$ cat config.mk
export PLATFORM = sky130hd
export DESIGN_NAME = beam_trigger_scheduler
export DESIGN_NICKNAME = d
export VERILOG_FILES = /design/src/rtl/pueo_trig_sched_pkg.sv /design/src/rtl/trig_sched_fifo.sv /design/src/rtl/beam_trigger_scheduler.sv
export SDC_FILE = /design/constraint.sdc
export NUM_CORES = 1
export LEC_CHECK = 0
export ABC_CLOCK_PERIOD_IN_PS = 2000
export BUFFER_PORTS_ARGS = -buffer_cell sky130_fd_sc_hd__buf_2
export CAP_MARGIN = 20
export CORE_MARGIN = 8
export CORE_UTILIZATION = 40
export DETAILED_ROUTE_END_ITERATION = 10
export SYNTH_ARGS = -nofsm -noshare
export SYNTH_HDL_FRONTEND = slang
export SYNTH_SLANG_ARGS = --single-unit
$ cat constraint.sdc
create_clock -name clk_i -period 2 [get_ports clk_i]
set_input_delay 0.5 -clock clk_i [delete_from_list [all_inputs] [get_ports clk_i]]
set_output_delay 0.5 -clock clk_i [all_outputs]
set_load 0.05 [all_outputs]
$ cat src/rtl/pueo_trig_sched_pkg.sv
// Shared types and default widths for the beam trigger scheduler and its FIFO.
package pueo_trig_sched_pkg;

    localparam int META_BITS         = 8;
    localparam int DEPTH_DFLT        = 4;
    localparam int TS_BITS_DFLT      = 32;
    localparam int HOLDOFF_BITS_DFLT = 12;
    localparam int STAT_BITS_DFLT    = 16;

    typedef struct packed {
        logic [META_BITS-1:0]    meta;
        logic [TS_BITS_DFLT-1:0] ts;
    } trig_entry_t;

    typedef enum logic [1:0] {
        DISABLED = 2'd0,
        ARMED    = 2'd1,
        HOLDOFF  = 2'd2
    } sched_state_t;

    // Pointer index width; a 2-entry FIFO still needs one index bit.
    function automatic int ptr_bits(input int depth);
        if (depth <= 2) begin
            return 1;
        end else begin
            return $clog2(depth);
        end
    endfunction

endpackage

$ cat src/rtl/trig_sched_fifo.sv
// First-word-fall-through FIFO of packed trigger entries; full/empty come from
// read/write pointers carrying one extra wrap bit.
module trig_sched_fifo
    import pueo_trig_sched_pkg::*;
#(
    parameter int DEPTH = DEPTH_DFLT,
    parameter int WIDTH = META_BITS + TS_BITS_DFLT
) (
    input  logic             clk_i,
    input  logic             rstn_i,
    input  logic             push_i,
    input  logic [WIDTH-1:0] data_i,
    input  logic             pop_i,
    output logic [WIDTH-1:0] data_o,
    output logic             valid_o,
    output logic             full_o
);

    localparam int AW = ptr_bits(DEPTH);

    logic [WIDTH-1:0] mem_q [DEPTH];
    logic [WIDTH-1:0] mem_d [DEPTH];
    logic [AW:0]      wr_ptr_q, wr_ptr_d;
    logic [AW:0]      rd_ptr_q, rd_ptr_d;
    logic             empty_s;
    logic             full_s;
    logic             wr_en_s;
    logic             rd_en_s;

    assign empty_s = (wr_ptr_q == rd_ptr_q);
    assign full_s  = (wr_ptr_q[AW] != rd_ptr_q[AW]) &&
                     (wr_ptr_q[AW-1:0] == rd_ptr_q[AW-1:0]);
    // A pop in the same cycle frees the slot, so a push at full is still taken.
    assign rd_en_s = pop_i && !empty_s;
    assign wr_en_s = push_i && (!full_s || rd_en_s);

    assign data_o  = mem_q[rd_ptr_q[AW-1:0]];
    assign valid_o = !empty_s;
    assign full_o  = full_s;

    // Next-state for storage and pointers.
    always_comb begin
        mem_d    = mem_q;
        wr_ptr_d = wr_ptr_q;
        rd_ptr_d = rd_ptr_q;
        if (wr_en_s) begin
            mem_d[wr_ptr_q[AW-1:0]] = data_i;
            wr_ptr_d = wr_ptr_q + {{AW{1'b0}}, 1'b1};
        end else begin
            wr_ptr_d = wr_ptr_q;
        end
        if (rd_en_s) begin
            rd_ptr_d = rd_ptr_q + {{AW{1'b0}}, 1'b1};
        end else begin
            rd_ptr_d = rd_ptr_q;
        end
    end

    // Storage and pointer registers; reset empties the queue and clears the head.
    always_ff @(posedge clk_i) begin
        if (!rstn_i) begin
            for (int i = 0; i < DEPTH; i++) begin
                mem_q[i] <= {WIDTH{1'b0}};
            end
            wr_ptr_q <= {(AW+1){1'b0}};
            rd_ptr_q <= {(AW+1){1'b0}};
        end else begin
            mem_q    <= mem_d;
            wr_ptr_q <= wr_ptr_d;
            rd_ptr_q <= rd_ptr_d;
        end
    end

endmodule

$ cat src/rtl/beam_trigger_scheduler.sv
// Trigger holdoff, timestamping and queuing toward the trigger link.
// Optional statistics counters are built when TRIG_SCHED_STATS_EN is defined.
module beam_trigger_scheduler
    import pueo_trig_sched_pkg::*;
#(
    parameter int DEPTH        = DEPTH_DFLT,
    parameter int TS_BITS      = TS_BITS_DFLT,
    parameter int HOLDOFF_BITS = HOLDOFF_BITS_DFLT,
    parameter int STAT_BITS    = STAT_BITS_DFLT
) (
    input  logic                    clk_i,
    input  logic                    rstn_i,
    input  logic                    enable_i,
    input  logic [HOLDOFF_BITS-1:0] holdoff_i,
    input  logic                    trig_i,
    input  logic [META_BITS-1:0]    meta_i,
    output logic                    trig_valid_o,
    input  logic                    trig_ready_i,
    output logic [META_BITS-1:0]    trig_meta_o,
    output logic [TS_BITS-1:0]      trig_ts_o,
    input  logic                    stats_clr_i,
    output logic [STAT_BITS-1:0]    accepted_o,
    output logic [STAT_BITS-1:0]    dropped_o
);

    localparam int EW = META_BITS + TS_BITS;

    sched_state_t            state_q, state_d;
    logic [HOLDOFF_BITS-1:0] cnt_q, cnt_d;
    logic [TS_BITS-1:0]      ts_q, ts_d;

    logic          fifo_valid_s;
    logic          fifo_full_s;
    logic [EW-1:0] fifo_head_s;
    logic          trig_take_s;
    logic          pop_s;
    logic          push_s;
    logic          drop_s;

    assign trig_take_s = (state_q == ARMED) && trig_i;
    assign pop_s       = fifo_valid_s && trig_ready_i;
    assign push_s      = trig_take_s && (!fifo_full_s || pop_s);
    assign drop_s      = trig_take_s && !push_s;

    // Scheduler next state; enable loss always wins and aborts a running holdoff.
    always_comb begin
        state_d = state_q;
        cnt_d   = cnt_q;
        ts_d    = ts_q + TS_BITS'(1);
        case (state_q)
            DISABLED: begin
                cnt_d = {HOLDOFF_BITS{1'b0}};
                if (enable_i) begin
                    state_d = ARMED;
                end else begin
                    state_d = DISABLED;
                end
            end
            ARMED: begin
                if (!enable_i) begin
                    state_d = DISABLED;
                    cnt_d   = {HOLDOFF_BITS{1'b0}};
                end else if (trig_i && (holdoff_i != {HOLDOFF_BITS{1'b0}})) begin
                    state_d = HOLDOFF;
                    cnt_d   = holdoff_i;
                end else begin
                    state_d = ARMED;
                end
            end
            HOLDOFF: begin
                if (!enable_i) begin
                    state_d = DISABLED;
                    cnt_d   = {HOLDOFF_BITS{1'b0}};
                end else if (cnt_q == HOLDOFF_BITS'(1)) begin
                    state_d = ARMED;
                    cnt_d   = {HOLDOFF_BITS{1'b0}};
                end else begin
                    state_d = HOLDOFF;
                    cnt_d   = cnt_q - HOLDOFF_BITS'(1);
                end
            end
            default: begin
                state_d = DISABLED;
                cnt_d   = {HOLDOFF_BITS{1'b0}};
            end
        endcase
    end

    // Scheduler state, holdoff counter and free-running timestamp.
    always_ff @(posedge clk_i) begin
        if (!rstn_i) begin
            state_q <= DISABLED;
            cnt_q   <= {HOLDOFF_BITS{1'b0}};
            ts_q    <= {TS_BITS{1'b0}};
        end else begin
            state_q <= state_d;
            cnt_q   <= cnt_d;
            ts_q    <= ts_d;
        end
    end

    trig_sched_fifo #(
        .DEPTH (DEPTH),
        .WIDTH (EW)
    ) u_fifo (
        .clk_i   (clk_i),
        .rstn_i  (rstn_i),
        .push_i  (push_s),
        .data_i  ({meta_i, ts_q}),
        .pop_i   (pop_s),
        .data_o  (fifo_head_s),
        .valid_o (fifo_valid_s),
        .full_o  (fifo_full_s)
    );

    assign trig_valid_o = fifo_valid_s;
    assign trig_meta_o  = fifo_head_s[EW-1 -: META_BITS];
    assign trig_ts_o    = fifo_head_s[TS_BITS-1:0];

`ifdef TRIG_SCHED_STATS_EN
    logic [STAT_BITS-1:0] acc_q, acc_d;
    logic [STAT_BITS-1:0] drp_q, drp_d;

    // Saturating statistics; a clear beats a same-cycle increment.
    always_comb begin
        acc_d = acc_q;
        drp_d = drp_q;
        if (stats_clr_i) begin
            acc_d = {STAT_BITS{1'b0}};
            drp_d = {STAT_BITS{1'b0}};
        end else begin
            if (push_s && !(&acc_q)) begin
                acc_d = acc_q + STAT_BITS'(1);
            end else begin
                acc_d = acc_q;
            end
            if (drop_s && !(&drp_q)) begin
                drp_d = drp_q + STAT_BITS'(1);
            end else begin
                drp_d = drp_q;
            end
        end
    end

    // Statistics registers.
    always_ff @(posedge clk_i) begin
        if (!rstn_i) begin
            acc_q <= {STAT_BITS{1'b0}};
            drp_q <= {STAT_BITS{1'b0}};
        end else begin
            acc_q <= acc_d;
            drp_q <= drp_d;
        end
    end

    assign accepted_o = acc_q;
    assign dropped_o  = drp_q;
`else
    logic unused_stats_s;

    assign unused_stats_s = ^{stats_clr_i, drop_s};
    assign accepted_o     = {STAT_BITS{1'b0}};
    assign dropped_o      = {STAT_BITS{1'b0}};
`endif

endmodule
==> results of run 1 <==
-- routing by layer --
metal,global-route usage [%],routed length (µm),vias to the layer above
li1,-,-,3533
met2,23.8,11000,108
met4,2.97,398,2
met1,18.3,10900,3450
met5,0,13,-
met3,2.94,956,33
-- how the worst max path moves through the flow --
stage | from | end | slack (ps) | cells after the start
2_1_floorplan | u_fifo.rd_ptr_q[1]$_SDFFE_PN0P_ | trig_ts_o[10] | 80 | 3
3_3_place_gp | u_fifo.rd_ptr_q[1]$_SDFFE_PN0P_ | u_fifo.mem_q[24]$_SDFFE_PN0P_ | 100 | 7
3_5_place_dp | u_fifo.rd_ptr_q[1]$_SDFFE_PN0P_ | u_fifo.mem_q[89]$_SDFFE_PN0P_ | 60 | 7
4_1_cts | u_fifo.rd_ptr_q[1]$_SDFFE_PN0P_ | trig_ts_o[1] | -390 | 3
5_1_grt | u_fifo.rd_ptr_q[1]$_SDFFE_PN0P_ | trig_ts_o[16] | -430 | 3
6_report | u_fifo.rd_ptr_q[1]$_SDFFE_PN0P_ | trig_ts_o[1] | -360 | 3
-- per-stage QoR --
| step | setup WS [ps] | TNS [ps] |
|---|---|---|
| 2_1_floorplan | 75.2 | 0 |
| 3_3_place_gp | 97.5 | 0 |
| 3_5_place_dp | 56.6 | 0 |
| 4_1_cts | -394 | -15320 |
| 5_1_grt | -431 | -24130 |
| 6_report | -363 | -13730 |
-- flip-flops by register name (all words and copies together), names as in the netlist --
signal,cells
u_fifo.mem_q,160
ts_q,32
cnt_q,12
u_fifo.rd_ptr_q,3
u_fifo.wr_ptr_q,3
state_q,2
-- report_power, final --
| part | switching (mW) | internal (mW) | total (mW) |
|---|---|---|---|
| clock network | 1.68 | 2.71 | 4.38 |
| logic | 0.503 | 0.298 | 0.802 |
| registers | 0.0219 | 4.25 | 4.27 |
| total | 2.20 | 7.25 | 9.45 |
-- timing repair --
| item | in CTS | in global routing |
|---|---|---|
| setup buffers | 5 | 5 |
| gates resized for setup | 88 | 5 |
| pin swaps | 3 | 2 |
| gates cloned | 1 | 13 |
| setup endpoints to repair | 41 | 184 |
| hold buffers | 0 | 0 |
-- final cells by class --
cell class                 count  area, µm²  area share (%)
multi-input combinational    686       5220            42.3
clock buffer                  36        757            6.13
timing repair buffer         130       1620            13.1
inverter                      11       41.3           0.335
clock inverter                 3       40.0           0.324
sequential                   212       4250            34.5
tap                          330        413            3.35
-- Yosys cell counts, types with 3 or more instances --
cell type  number  share of area [%]
nand2_1       230                8.5
dfxtp_1       212                 42
mux2i_1       175                 17
mux4_2         40                8.9
clkbuf_1       35                1.3
buf_4          33                2.5
and2_1         22                1.4
nand3_1        18               0.89
buf_12         16                3.2
xnor2_1        16                1.4
nand2b_1       14               0.87
ha_1           12                1.5
inv_1          11               0.41
nor3_1         11               0.54
nand4_1        10               0.62
a21oi_1         9               0.45
buf_2           9               0.45
nor4_1          8               0.50
a21boi_0        7               0.52
o21ai_0         7               0.35
o22ai_1         7               0.43
and3_1          6               0.37
and4_1          5               0.43
or3_1           5               0.31
xor2_1          5               0.43
a31oi_1         4               0.25
a32oi_1         4               0.35
nand2_8         4               0.79
nor2_1          4               0.15
a22oi_1         3               0.22
nor2b_1         3               0.19
o211ai_1        3               0.22
-- critical path, stage by stage, from the launching register on --
cell and delay [ps]:
dfxtp_4 380, buf_12 220, mux4_2 580, buf_6 180
-- logic make-up after synthesis --
logic type | synth area share [%]
simple gates | 16.6
other cells | 0.0371
flops | 42.0
mux | 26.3
fa+ha+maj | 1.49
buf+inv | 8.07
compound gates | 3.59
xor+xnor | 1.98
==> out/results.ini, run 1 <==
[outcome]
status=finished with violations
violations=setup timing

[grt]
grt_pass1_vias=7253
antenna_found_initial=1
grt.overflow.total=0
grt_pass1_wl_mm=36.5
grt_max_degree=70
grt_use_total_pct=14.1

[synthesis]
syn_inst=973
syn_avg_cell_area_um2=10.4
ys_types=52
ys_ff_latch=212
yosys_warnings=0
async_flop_share_pct=0
synth.cell_area_um2=10100
dominantRegCellSynth=dfxtp_1
synth-seq-area-share_pct=42.0
synth_edf_count=0

[sta]
worst_pin_slew_ps=558
max_slew_margin_pct=62.6
min_period_over_period_pct=118
setup_ws_ps=-363
hold_slack_ps=284
hold_viol_final=0
period_minus_slack_ps=2360
fmax_mhz=423
setup_viol=96
maxSlewViolCount=0
clock_skew_ps=12.3
rsz0062_at_grt=true

[final_layout]
layout_common_cells=nand2_1, dfxtp_1, mux2i_1, buf_6, mux4_2
fin_util_pct=49.4
fill_cells=2326
finalNonFillerCells=1408
drive_above_1_share_pct=20.6
nets=1103
mostFrequentLayoutCell=nand2_1
area_delta_synth_final_pct=22.1
n_antenna_cell=0
stdcell_area_um2=12300

[cts]
cts_max_path_buffers=3
tritoncts=built
clock-root-buffer=clkbuf_16
clkTransAtPathRegs_ps=60
cts-htree-levels=1
numCtsBuffers=24
clkLatencyLatePin_ps=510
clock-sinks=212

[critical_path]
arrival_ps=1860
r2r_end=u_fifo.mem_q[78]$_SDFFE_PN0P_
crit_type=flop to output pin
cp-end-kind=output pin
r2r_start=u_fifo.rd_ptr_q[1]$_SDFFE_PN0P_
r2r_cells=9
rrSetupSlack_ps=-40
cp-start-kind=flop
critical_path_required_ps=1500
path_max_fanout=20

[power]
total_power_mw=9.45
p_per_area_nw_per_um2=766
ir_drop_mv=0.386
p_leak_nw=5.62

[detailed_routing]
ant_nets=0
vias=7126
first_pass_iters=6
drc=0
drt-total-wl_mm=23.3
vias_per_cell=5.06
dr.first_iter.drc_count=453
routedWlPerCell_um=16.6

[die]
core-area_um2=25000
ioPinCount=99
std_cell_rows=58
die_area_um2=30600
start_util_pct=40.5
dieHeight_um=175
dieWidth_um=175

[worst_hold_path]
hold_path.startpoint=trig_i
min_to=state_q[1]$_SDFF_PN0_
hold_depth=3
hold_path.class=input port to flop

[placed_design]
place_hpwl_mm=14.6
placed_cells=1345
io_buffers=65
dpl_cell_area_um2=10800
globalplace.congestion=0.769

[run]
maxCapViolations=0

Power figures use the tool's default switching activity.
==> run 2: changes to the inputs <==
Settings changed: CORE_MARGIN 8 to unset.
==> run 2 against run 1 <==
Against the previous run:
- the run still ends with setup timing left
- cell count decreased by 0.57%
- global-route usage increased by 2.5 points
- count of clock-buffer cells in the layout decreased by 6
- non-clock buffer count decreased by 4
- sequential cell count unchanged
- first-iteration DRC count decreased by 32%
- power decreased by 0.28%
- critical path type unchanged
- largest cell class unchanged
- highest routed layer is now met4
==> out/results.ini, run 2 (synthesized netlist as in run 1, its figures left out) <==
[sta]
worst_pin_slew_ps=551  ; was 558 ps
clock_skew_ps=17.2  ; was 12.3 ps
period_minus_slack_ps=2370  ; was 2360 ps
hold_viol_final=0  ; unchanged
max_slew_margin_pct=63.1  ; was 62.6%
setup_viol=41  ; was 96
rsz0062_at_grt=true  ; unchanged
maxSlewViolCount=0  ; unchanged
min_period_over_period_pct=119  ; was 118%
setup_ws_ps=-375  ; was -363 ps
fin_tns_setup_ps=-13120  ; was -13730 ps
fmax_mhz=421  ; was 423 MHz
hold_slack_ps=299  ; was 284 ps

[grt]
grt.overflow.total=0  ; unchanged
grt_pass1_wl_mm=35.5  ; was 36.5 mm
grt_pass1_vias=7064  ; was 7253
grt_max_degree=67  ; was 70
grt_use_total_pct=16.6  ; was 14.1%
antenna_found_initial=0  ; was 1

[placed_design]
dp_slack_ps=61.8  ; was 56.6 ps
io_buffers=65  ; unchanged
place_hpwl_mm=14.2  ; was 14.6 mm
dpl_cell_area_um2=10900  ; was 10800 µm²
globalplace.congestion=0.783  ; was 0.769

[detailed_routing]
dr.first_iter.drc_count=308  ; was 453
vias=6999  ; was 7126
drc=0  ; unchanged
drt-total-wl_mm=21.2  ; was 23.3 mm
ant_nets=0  ; unchanged
vias_per_cell=5.00  ; was 5.06
first_pass_iters=4  ; was 6
routedWlPerCell_um=15.1  ; was 16.6 µm

[die]
dieWidth_um=161  ; was 175 µm
core-area_um2=24500  ; was 25000 µm²
start_util_pct=41.2  ; was 40.5%
std_cell_rows=57  ; was 58
ioPinCount=99  ; unchanged
dieHeight_um=161  ; was 175 µm
die_area_um2=25900  ; was 30600 µm²

[cts]
cts_max_path_buffers=3  ; unchanged
tritoncts=built  ; unchanged
cts-htree-levels=1  ; unchanged
postCtsHoldBufs=0  ; unchanged
clock-root-buffer=clkbuf_16  ; unchanged
numCtsBuffers=23  ; was 24
clkLatencyLatePin_ps=510  ; about the same
clock-sinks=212  ; unchanged
clkTransAtPathRegs_ps=60  ; about the same

[critical_path]
cp-end-kind=output pin  ; unchanged
cp-start-kind=flop  ; unchanged
critical_path_required_ps=1500  ; about the same
arrival_ps=1870  ; was 1860 ps
path_max_fanout=13  ; was 20
crit_type=flop to output pin  ; unchanged

[final_layout]
stdcell_area_um2=12100  ; was 12300 µm²
area_delta_synth_final_pct=19.7  ; was 22.1%
reg_top3=u_fifo.mem_q x160, ts_q x32, cnt_q x12  ; unchanged
largest_register=u_fifo.mem_q  ; unchanged
nets=1096  ; was 1103
largest_register_ffs=160  ; unchanged
layout_common_cells=nand2_1, dfxtp_1, mux2i_1, buf_6, mux4_2  ; unchanged
drive_above_1_share_pct=20.7  ; was 20.6%
fin_util_pct=49.3  ; was 49.4%
mostFrequentLayoutCell=nand2_1  ; unchanged

[worst_hold_path]
hold_path.class=input port to flop  ; unchanged

[power]
p_per_area_nw_per_um2=779  ; was 766 nW/µm²
p_leak_nw=5.50  ; was 5.62 nW
ir_drop_mv=0.418  ; was 0.386 mV

[outcome]
status=finished with violations  ; unchanged
violations=setup timing  ; unchanged

[run]
maxCapViolations=0  ; unchanged

-- run 2: layout make-up --
cell class              instances  area [µm²]
fillers                      2241       12400
multi-input cells             684        5180
flip-flops and latches        212        4260
repair buffers                126        1410
clock buffers                  30         652
well taps                     324         405
clock inverters                12         139
inverters                      11        41.3
diodes                          1        2.50
-- run 2: critical path, stage by stage, from the launching register on --
cell,delay [ps]
dfxtp_4,440
buf_12,200
mux4_2,550
buf_6,180
-- run 2: layer usage --
layer / global-route usage [%] / share of wire, % / wire (µm) / vias to the layer above
li1: - / - / - / 3499
met1: 21.5 / 46 / 9830 / 3361
met2: 28.6 / 48 / 10200 / 116
met3: 3.05 / 4.2 / 879 / 23
met4: 3.86 / 1.1 / 242 / 0
met5: 0 / 0 / 0 / -
-- run 2: report_power, final --
group | leakage, nW | internal [mW] | switching [mW]
logic | 3.38 | 0.284 | 0.487
registers | 1.71 | 4.24 | 0.0225
clock network | 0.400 | 2.68 | 1.71
total | 5.50 | 7.21 | 2.22
-- run 2: worst paths after layout --
kind                            slack, ps  cells after the start                             end                       startpoint
worst max register to register        120                      7  u_fifo.mem_q[122]$_SDFFE_PN0P_  u_fifo.rd_ptr_q[1]$_SDFFE_PN0P_
worst max-delay path                 -370                      3                   trig_ts_o[17]  u_fifo.rd_ptr_q[1]$_SDFFE_PN0P_
worst min-delay path                  300                      3           state_q[1]$_SDFF_PN0_                           trig_i
worst min register to register        450                      2   u_fifo.mem_q[54]$_SDFFE_PN0P_    u_fifo.mem_q[54]$_SDFFE_PN0P_
-- run 2: repair_timing --
| action | CTS | global route |
|---|---|---|
| endpoints found under the setup margin | 41 | 41 |
| buffers inserted | 10 | 1 |
| gates cloned | 1 | 0 |
| resized for setup | 90 | 8 |
| pin swaps | 1 | 2 |
-- run 2: stage by stage --
step	total power [mW]	instances
final	9.43	1400
after global routing	9.77	1399
after CTS	9.54	1399
after detailed placement	5.06	1346
after global placement	5.06	1346
after floorplan	4.92	1004
==> run 3: changes to the inputs <==
Settings changed: SYNTH_HIERARCHICAL set to 1.
==> run 3 against run 2 <==
Against the previous run:
- the flow still finishes with violations (setup timing)
- cell count is 3.9% higher
- worst setup slack worse by 47 ps
- sequential share of layout area is 3.0 points lower
- via count is 9.2% higher
- first-iteration DRC count is 72% higher
- critical path depth is 1 higher
- synthesized cell count is 1.0% higher
- maximum frequency is 1.9% lower
- count of clock-buffer cells in the layout is 2 higher
- global-route usage is 3.8 points higher
- largest power group unchanged
==> out/results.ini, run 3 <==
[final_layout]
n_antenna_cell=0  ; was 1
largest_register_ffs=160  ; unchanged
largest_register=u_fifo/mem_q  ; was u_fifo.mem_q
reg_top3=u_fifo/mem_q x160, ts_q x32, cnt_q x12  ; was u_fifo.mem_q x160, ts_q x32, cnt_q x12
finalNonFillerCells=1455  ; was 1400
stdcell_area_um2=13200  ; was 12100 µm²
area_delta_synth_final_pct=34.6  ; was 19.7%
layout_common_cells=dfxtp_1, nand2_1, mux2i_1, buf_6, buf_4  ; was nand2_1, dfxtp_1, mux2i_1, buf_6, mux4_2
nets=1157  ; was 1096
mostFrequentLayoutCell=dfxtp_1  ; was nand2_1
fill_cells=1914  ; was 2241
fin_util_pct=55.6  ; was 49.3%
drive_above_1_share_pct=29.0  ; was 20.7%

[die]
core-area_um2=23800  ; was 24500 µm²
dieHeight_um=159  ; was 161 µm
std_cell_rows=56  ; was 57
die_area_um2=25100  ; was 25900 µm²
ioPinCount=99  ; unchanged
dieWidth_um=159  ; was 161 µm
start_util_pct=41.3  ; was 41.2%

[synthesis]
synth-seq-area-share_pct=43.3  ; was 42.0%
syn_avg_cell_area_um2=9.98  ; was 10.4 µm²
synth.cell_area_um2=9810  ; was 10100 µm²
ys_ff_latch=212  ; unchanged
synth_top_family_by_area=multiplexers  ; unchanged
dominantRegCellSynth=dfxtp_1  ; unchanged
synth_edf_count=0  ; unchanged
synth_compound_area_share_pct=5.55  ; was 3.59%
synthXorXnorAreaFrac_pct=3.20  ; was 1.98%
synth_fa_ha_area_share_pct=1.53  ; was 1.49%
yosysTopAreaCell=dfxtp_1  ; unchanged
yosys_warnings=6  ; was 0
syn_inst=983  ; was 973
synthMuxAreaShare_pct=21.4  ; was 26.3%
synthSimpleGateAreaFrac_pct=17.6  ; was 16.6%
yosys-top-cells-count=dfxtp_1, nand2_1, mux2i_1  ; was nand2_1, dfxtp_1, mux2i_1
yosysMostFrequentCell=dfxtp_1  ; was nand2_1
yosys.area.top_type_share_pct=43.3  ; was 42.0%
yosys-top-cells-area=dfxtp_1, mux2i_1, mux4_2, nand2_1, nand3_1  ; was dfxtp_1, mux2i_1, mux4_2, nand2_1, buf_12
ys_types=53  ; was 52
async_flop_share_pct=0  ; unchanged

[cts]
cts-htree-levels=1  ; unchanged
clock-sinks=212  ; unchanged
clkTransAtPathRegs_ps=60  ; about the same
clock-root-buffer=clkbuf_16  ; unchanged
clkLatencyLatePin_ps=510  ; about the same
cts_max_path_buffers=3  ; unchanged
tritoncts=built  ; unchanged
postCtsHoldBufs=0  ; unchanged
numCtsBuffers=24  ; was 23

[sta]
hold_slack_ps=228  ; was 299 ps
max_slew_margin_pct=66.0  ; was 63.1%
maxSlewViolCount=0  ; unchanged
fin_tns_setup_ps=-58930  ; was -13120 ps
clock_skew_ps=13.3  ; was 17.2 ps
worst_pin_slew_ps=506  ; was 551 ps
hold_viol_final=0  ; unchanged
fmax_mhz=413  ; was 421 MHz
min_period_over_period_pct=121  ; was 119%
setup_ws_ps=-422  ; was -375 ps
setup_viol=204  ; was 41
rsz0062_at_grt=true  ; unchanged
period_minus_slack_ps=2420  ; was 2370 ps

[detailed_routing]
drt-total-wl_mm=25.8  ; was 21.2 mm
dr.first_iter.drc_count=529  ; was 308
first_pass_iters=5  ; was 4
vias=7645  ; was 6999
drc=0  ; unchanged
routedWlPerCell_um=17.7  ; was 15.1 µm
vias_per_cell=5.25  ; was 5.00
ant_nets=0  ; unchanged

[placed_design]
globalplace.congestion=0.771  ; was 0.783
dpl_cell_area_um2=10800  ; was 10900 µm²
io_buffers=65  ; unchanged
dp_slack_ps=-167  ; was 61.8 ps
placed_cells=1360  ; was 1346
place_hpwl_mm=13.6  ; was 14.2 mm

[critical_path]
cp_common_cell=buf_12
rrSetupSlack_ps=-390  ; was 120 ps
critPathSlowestCell=mux4_2  ; unchanged
cp-end-kind=output pin  ; unchanged
crit_type=flop to output pin  ; unchanged
cp_cell_sequence=buf_12, buf_12, mux4_2, buf_6  ; was buf_12, mux4_2, buf_6
cp_slowest_stage_delay_ps=560  ; was 550 ps
r2r_start=u_fifo/rd_ptr_q[1]$_SDFFE_PN0P_  ; was u_fifo.rd_ptr_q[1]$_SDFFE_PN0P_
cp-start-kind=flop  ; unchanged
arrival_ps=1920  ; was 1870 ps
path_max_fanout=6  ; was 13
cp-startpoint=u_fifo/rd_ptr_q[1]$_SDFFE_PN0P_  ; was u_fifo.rd_ptr_q[1]$_SDFFE_PN0P_
critical_path_required_ps=1500  ; about the same

[power]
p_per_area_nw_per_um2=712  ; was 779 nW/µm²
p_leak_nw=5.75  ; was 5.50 nW
total_power_mw=9.39  ; was 9.43 mW
ir_drop_mv=0.547  ; was 0.418 mV

[worst_hold_path]
hold_path.class=input port to flop  ; unchanged
hold_path.startpoint=holdoff_i[10]  ; was trig_i

[grt]
grt.overflow.total=0  ; unchanged
grt_pass1_wl_mm=39.9  ; was 35.5 mm
grt_use_total_pct=20.4  ; was 16.6%
grt_pass1_vias=7454  ; was 7064
grt_max_degree=113  ; was 67
antenna_found_initial=0  ; unchanged

[outcome]
violations=setup timing  ; unchanged
status=finished with violations  ; unchanged

[run]
maxCapViolations=0  ; unchanged

==> run 3: cell types whose count changed in the layout (fill, tap and decap cells not counted), sizes merged, moves of 10 or more <==
cell,delta
nand2,-42
mux2i,-55
and2,+10
o21ai,+44
buf,+50
xor2,+14
nand2b,-13
nand3,+43
==> run 3: repair_timing <==
| item | CTS | global route |
|---|---|---|
| pin swaps | 3 | 19 |
| cloned | 22 | 3 |
| gates resized for setup | 148 | 77 |
| buffers inserted | 29 | 12 |
| endpoints found under the setup margin | 202 | 209 |
==> run 3: power by group <==
part           internal, mW  leakage (nW)  total, mW  switching, mW
Combinational         0.201          3.63      0.603          0.402
Clock                  2.78         0.409       4.54           1.76
Sequential             4.24          1.71       4.25         0.0144
==> run 3: metal layers <==
layer | share of wire [%] | vias up | GRT usage (%) | routed length [µm]
li1 | - | 3670 | - | -
met4 | 2.3 | 0 | 6.55 | 605
met2 | 49 | 196 | 35.0 | 12600
met3 | 5.0 | 45 | 3.86 | 1280
met5 | 0 | - | 0 | 0
met1 | 44 | 3734 | 25.8 | 11300
==> run 3: layout make-up <==
cell class	count	area (µm²)	share of cell area (%)
Inverter	16	62.6	0.474
Tap cell	319	399	3.02
Sequential cell	212	4250	32.2
Clock buffer	32	682	5.17
Timing Repair Buffer	179	2330	17.7
Clock inverter	11	134	1.01
Multi-Input combinational cell	686	5340	40.4
==> run 3: cell families (layout without fill, tap and decap cells) <==
group / count (synthesis) / in the layout
compound gates: 85 / 85
xor+xnor: 35 / 35
fa+ha+maj: 12 / 12
buf+inv: 116 / 238
flops: 212 / 212
mux: 160 / 160
other cells: 1 / 32
simple gates: 362 / 362
==> run 3: worst max-delay path: cells and delay by family, from the launching register on <==
family	cells	cell delay [ps]
multiplexers	1	560
buffers and inverters	3	470
flip-flops	1	360
==> run 3: path summary, 6_finish.rpt <==
kind | to | depth (start not counted)
worst min register to register | u_fifo/mem_q[154]$_SDFFE_PN0P_ | 2
worst max-delay path | trig_ts_o[13] | 4
worst min-delay path | cnt_q[10]$_SDFFE_PN0P_ | 2
worst max register to register | u_fifo/mem_q[117]$_SDFFE_PN0P_ | 10
